## config.mk

```make
export PLATFORM = sky130hd
export DESIGN_NAME = nor_pack
export DESIGN_NICKNAME = d
export VERILOG_FILES = /design/src/rtl/nor_pack.sv
export SDC_FILE = /design/constraint.sdc
export NUM_CORES = 1
export LEC_CHECK = 0
export ABC_AREA = 0
export BUFFER_PORTS_ARGS = -buffer_cell sky130_fd_sc_hd__buf_2
export CAP_MARGIN = 15
export CORE_UTILIZATION = 29
export DETAILED_ROUTE_END_ITERATION = 7
export SLEW_MARGIN = 20
export SYNTH_ARGS = -nofsm -noshare
export SYNTH_HDL_FRONTEND = slang
export SYNTH_SLANG_ARGS = --single-unit
```

## constraint.sdc

```tcl
create_clock -name clk -period 3 [get_ports clk]
set_clock_uncertainty 0.15 [all_clocks]
set_input_delay 0.15 -clock clk [delete_from_list [all_inputs] [get_ports clk]]
set_output_delay 0.15 -clock clk [all_outputs]
set_load 0.02 [all_outputs]
```

## src/rtl/nor_pack.sv

```systemverilog
// Packs a normalized sign/significand/exponent triple into an IEEE half-precision
// word, buffering results in a 2-entry FIFO and counting overflow/underflow events.
module nor_pack #(
  parameter int CNT_W = 16
) (
  input  logic             clk,
  input  logic             rst,
  input  logic             in_valid,
  output logic             in_ready,
  input  logic             sign_in,
  input  logic [10:0]      norm_sum_in,
  input  logic [6:0]       exp_final_in,
  output logic             out_valid,
  input  logic             out_ready,
  output logic [15:0]      fp_out,
  output logic             ov_out,
  output logic             uf_out,
  input  logic             cnt_clr,
  output logic [CNT_W-1:0] ov_cnt,
  output logic [CNT_W-1:0] uf_cnt
);

  localparam int ENT_W = 18;  // {ov, uf, fp[15:0]}

  logic [ENT_W-1:0] mem_reg [2];
  logic [1:0]       count_reg;
  logic             rd_ptr_reg;
  logic             wr_ptr_reg;
  logic [CNT_W-1:0] ov_cnt_reg;
  logic [CNT_W-1:0] uf_cnt_reg;

  logic             push;
  logic             pop;
  logic             is_zero;
  logic             is_ov;
  logic             is_uf;
  logic [15:0]      pack_fp;

  // in_ready depends only on occupancy, so a full FIFO refuses input even while popping.
  assign in_ready  = rst && (count_reg != 2'd2);
  assign out_valid = (count_reg != 2'd0);
  assign push      = in_valid && in_ready;
  assign pop       = out_valid && out_ready;

  always_comb begin
    is_zero = !norm_sum_in[10];
    is_ov   = !is_zero && (exp_final_in >= 7'd31);
    is_uf   = !is_zero && !is_ov && (exp_final_in == 7'd0);
    pack_fp = {sign_in, exp_final_in[4:0], norm_sum_in[9:0]};
    if (is_zero || is_uf) begin
      pack_fp = {sign_in, 15'h0000};
    end else if (is_ov) begin
      pack_fp = {sign_in, 5'h1F, 10'h000};
    end
  end

  always_ff @(posedge clk) begin
    if (!rst) begin
      mem_reg[0] <= '0;
      mem_reg[1] <= '0;
      count_reg  <= 2'd0;
      rd_ptr_reg <= 1'b0;
      wr_ptr_reg <= 1'b0;
    end else begin
      if (push) begin
        mem_reg[wr_ptr_reg] <= {is_ov, is_uf, pack_fp};
        wr_ptr_reg          <= !wr_ptr_reg;
      end
      if (pop) begin
        rd_ptr_reg <= !rd_ptr_reg;
      end
      case ({push, pop})
        2'b10:   count_reg <= count_reg + 2'd1;
        2'b01:   count_reg <= count_reg - 2'd1;
        default: count_reg <= count_reg;
      endcase
    end
  end

  // Events are counted at acceptance; clear wins over a same-cycle increment.
  always_ff @(posedge clk) begin
    if (!rst || cnt_clr) begin
      ov_cnt_reg <= '0;
      uf_cnt_reg <= '0;
    end else begin
      if (push && is_ov && (ov_cnt_reg != {CNT_W{1'b1}})) begin
        ov_cnt_reg <= ov_cnt_reg + CNT_W'(1);
      end
      if (push && is_uf && (uf_cnt_reg != {CNT_W{1'b1}})) begin
        uf_cnt_reg <= uf_cnt_reg + CNT_W'(1);
      end
    end
  end

  assign {ov_out, uf_out, fp_out} = mem_reg[rd_ptr_reg];
  assign ov_cnt = ov_cnt_reg;
  assign uf_cnt = uf_cnt_reg;

endmodule

```

# After elaboration in Yosys (flattened, before gate mapping)
# Memory sizes are Yosys's and may differ from the RTL's. A register that Yosys moved wholly into a read port is not among the register bits.
# Index checks and enable logic that the tools add are counted.
# totals
in_bits	24
mem_count	1
output_inout_bits	52
ff_bits	36
mem_bits_rw	36
# classes
reduce_logical	21
n_lt_le_gt_ge	1
add_sub_neg	4
muxes	12
eq_ne	5
# mem_list
name	words	word_bits	read_ports	rd_ports_with_merged_regs	write_ports	line_no	rtl
mem_reg	2	18	1	1	2	25	logic [ENT_W-1:0] mem_reg [2];
# op_table
operator	n
$add A16 B1 Y16 const B	2
$ne A16 B16 Y1 const B	2
$mux W15	2
$mux W18	1
$reduce_or A18 Y1	1
$logic_and A1 B1 Y1	10
$mux W1	8
$ge A7 B5 Y1 const B	1
$logic_not A7 Y1	1
$logic_not A1 Y1	5
$pmux W2 S2	1
$reduce_bool A2 Y1	2
$add A2 B1 Y2 const B	1
$eq A2 B1 Y1 const B	1
$eq A2 B2 Y1 const B	1
$logic_or A1 B1 Y1	2
$ne A2 B2 Y1 const B	1
$sub A2 B1 Y2 const B	1

# Logic depth before layout (Yosys ltp)
# depth
word_depth	8
ltp_mapped	8
depth_no_buf	7

# Least setup slack after synthesis
# Ideal clock, no wire load.
# synth_timing
path_type	in2reg
startpoint	input port exp_final_in[1]
endpoint	register uf_cnt_reg[10] (netlist: uf_cnt[10])
arrival_ns	1.967
slack_ns	0.751
setup_ns	0.132
stages	7
n_path_buf	2
cell_sequence	or4_4 > or3_4 > a311o_1 > buf_6 > clkbuf_1 > o21ai_0 > a21oi_1
# synth_via
elab_chain_len	7
word_cells_on_any_way	8
classes_between	order compare: 1; reduce/logical: 7
# synth_lines
element	line_no	rtl
start: declaration	12	input logic [6:0] exp_final_in,
$ge A7 B5 Y1	47	is_ov = !is_zero && (exp_final_in >= 7'd31);
$logic_and A1 B1 Y1	47	
$logic_not A1 Y1	48	is_uf = !is_zero && !is_ov && (exp_final_in == 7'd0);
$logic_and A1 B1 Y1	48	
$logic_and A1 B1 Y1 (*)	48	
$logic_and A1 B1 Y1 (*) (2 in series)	89	if (push && is_uf && (uf_cnt_reg != {CNT_W{1'b1}})) begin
end signal: assignment	90	uf_cnt_reg <= uf_cnt_reg + CNT_W'(1);
end: declaration	30	logic [CNT_W-1:0] uf_cnt_reg;
# Mark *: on every way between the ends. The rest lies on a longest branch, timed or not.
# A chain may end at the register's enable or synchronous reset.

# Worst setup path in the final report
# layout_timing
startpoint	register count_reg[0]
endpoint	register uf_cnt_reg[8] (netlist: uf_cnt[8])
# layout_via
elab_chain_len	5
# layout_lines
element	line_no	rtl
start: declaration	26	logic [1:0] count_reg;
start signal: assignment	73	2'b10: count_reg <= count_reg + 2'd1;
start signal: assignment	74	2'b01: count_reg <= count_reg - 2'd1;
start signal: assignment	75	default: count_reg <= count_reg;
$ne A2 B2 Y1	40	assign in_ready = rst && (count_reg != 2'd2);
$logic_and A1 B1 Y1	40	
$logic_and A1 B1 Y1	42	assign push = in_valid && in_ready;
$logic_and A1 B1 Y1 (2 in series)	89	
# Every way passes these cells.

==> impl_metrics.toml <==
[timing]
worst_slew_pin_slew_ps = 879.2
maxSlewHeadroom = 0.4131
hold_viol_final = 0
holdWs_ps = 9.824
setup_viol = 0
final.setup.tns_ps = 0
fmax_mhz = 426.5
period_minus_slack_ps = 2345
min_period_over_period = 0.7816
setup_ws_ps = 655.1
rsz0062_at_grt = "false"
slew_viol_final = 0

[placed_design]
dpl_cell_area_sq_mm = 0.003996
place.gp.congestion = 0.7675
portBuffers = 75
dp_hpwl_mm = 5.979
dp_slack_ps = 348.6

[global_routing]
antenna_found_initial = 0
grt_start_max_net_pins = 25
grt.overflow.total = 0
grt_use_total = 0.1410
grt_pass1_wl_mm = 13.79
grt_pass1_vias = 2817

[floorplan]
die_w_microns = 111.3
fp.dieH_microns = 111.3
die_area_sq_mm = 0.01239
ios = 76
core_sq_mm = 0.01152
start_util = 0.3008
rows = 39

[clock_network]
cts-buffers-inserted = 9
clock-sinks = 73
insertion_delay_ps = 330
cts.root.buffer_cell = "clkbuf_16"
cts_tree = "built"
cts_setup_buffers = 0
cts_max_level = 3
clockBufferDepth = 2
clkTransAtPathRegs_ps = 60

[synthesis]
syn_inst = 345
avgSynthCellArea_sq_um = 10.04
synth_seq_cells = 73
yosys_warnings = 0
synth_area_sq_mm = 0.003465
yosys.area.top_type = "edfxtp_1"
synth_nets = 372
synth_top_area_frac = 0.3120
synthFlopType = "dfxtp_1"
postSynth.asyncResetShare = 0
synth_area_leaders = "edfxtp_1 31%, dfxtp_1 21%, mux2_2 5.9%"
synth_edf_count = 36
ys_seq_area_frac = 0.5258
yosysUniqueCellTypes = 42

[setup_path]
crit_required_ps = 3120
crit_chain = "nand2b_1 > nand3_1 > a311o_1 > or4_1 > nand2_1"
path_class = "reg -> reg"
worstSetupStartpointType = "flip-flop"
slowest_delay_ps = 630
crit_arrival_ps = 2470
cp_top_family = "simple AND/OR/NAND/NOR gates"
endpoint_kind = "flip-flop"
path_max_fanout = 24
cp_num_buf_inv = 0
slowest_stage = "a311o_1"

[cells_and_area]
fin_nets = 461
antenna_cells = 0
area_growth_pct = 26.80
drive_above_1_share = 0.2779
largest_reg_flops = 36
fin_area_sq_mm = 0.004393

[drt]
ant_nets = 0
num_vias = 2918
vias_per_cell = 5.014
wl_mm = 8.433
drt_iter0_drc = 186
drt_pass1_iterations = 7
drc = 13
wl_per_cell_microns = 14.49

[pwr]
pwr_density_cell_mw_per_mm2 = 602.6
peakVddDrop_uv = 219.8
cellLeakagePower_nw = 1.728
fin_total_pwr_w = 0.002647

[status]
status = "finished, violations left"
failed_checks = "DRC"

[job]
cap_violations = 0

[worst_hold_path]
worstHoldPathType = "in -> reg"
[through the flow]
| stage | utilization | instances |
|---|---|---|
| detailed placement | 0.3470 | 555 |
| global placement | 0.3470 | 555 |
| global route | 0.3815 | 582 |
| floorplan | - | 345 |
| finish | 0.3815 | 582 |
| CTS | 0.3815 | 582 |
[worst register-to-register path: cells and delay by family, from the launching register on]
family / cells / cell delay (ps)
compound gates: 1 / 630
flops: 1 / 380
simple gates: 4 / 1130
[cells by family after synthesis]
kind of cell	synth area share
buffers and inverters	0.01950
xor gates and xnor gates	0.02781
muxes	0.06139
AOI/OAI and AO/OA	0.09426
DFF	0.5258
and+or+nand+nor	0.2604
adders and majority gates	0.01084
[path summary, 6_finish.rpt]
check / slack [ps] / to / cells past startpoint / start
max: 660 / uf_cnt[8] / 5 / count_reg[0]
min: 10 / count_reg[1] / 2 / rst
max reg2reg: 660 / uf_cnt[8] / 5 / count_reg[0]
min reg2reg: 360 / uf_cnt[5] / 2 / uf_cnt[5]
[power breakdown]
part	internal (W)	switching, W
clock	0.000574	0.000447
combinational	0.000208	0.000248
sequential	0.00111	0.0000618
[final cells by class]
| cell class | count | area [sq um] |
|---|---|---|
| repair buffers | 90 | 515.5 |
| well taps | 143 | 178.9 |
| clock buffers | 9 | 225.2 |
| inverters | 4 | 15.01 |
| fillers | 1151 | 7123 |
| clock inverters | 7 | 61.31 |
| multi-input cells | 256 | 1575 |
| flip-flops and latches | 73 | 1822 |
[placed cells by master, fill, tap and decap left out, drive strengths merged, types with 12 or more instances in the layout]
| cell type | instances |
|---|---|
| and2 | 27 |
| buf | 79 |
| nand3 | 16 |
| a21oi | 14 |
| or3 | 12 |
| edfxtp | 36 |
| nor2 | 42 |
| dfxtp | 37 |
| o21ai | 13 |
| mux2 | 18 |
| nand2 | 22 |
[per-layer routing]
| metal | GRT usage | part of all wire |
|---|---|---|
| met1 | 0.1687 | 0.44 |
| met2 | 0.2471 | 0.49 |
| met3 | 0.03663 | 0.063 |
| met4 | 0.04324 | 0.0034 |
| met5 | 0 | 0 |
[cell usage after synthesis (4+ instances only)]
| library cell | instances |
|---|---|
| edfxtp_1 | 36 |
| nor2_1 | 42 |
| nand3_1 | 16 |
| or2_2 | 4 |
| dfxtp_1 | 37 |
| xnor2_1 | 8 |
| inv_1 | 4 |
| nand2_1 | 22 |
| nor4_1 | 6 |
| nand4_1 | 9 |
| or3_1 | 11 |
| a21oi_1 | 14 |
| clkbuf_1 | 9 |
| and3_1 | 11 |
| a211oi_1 | 5 |
| nor2b_1 | 4 |
| mux2_2 | 18 |
| o21ai_0 | 13 |
| nor3_1 | 10 |
| and2_1 | 27 |
[timing repair]
action / CTS / global route
hold endpoints to repair: 22 / 0
hold buffers: 11 / 0
resized for setup: 0 / 0
Note: power is estimated with default switching activity, not from simulation.
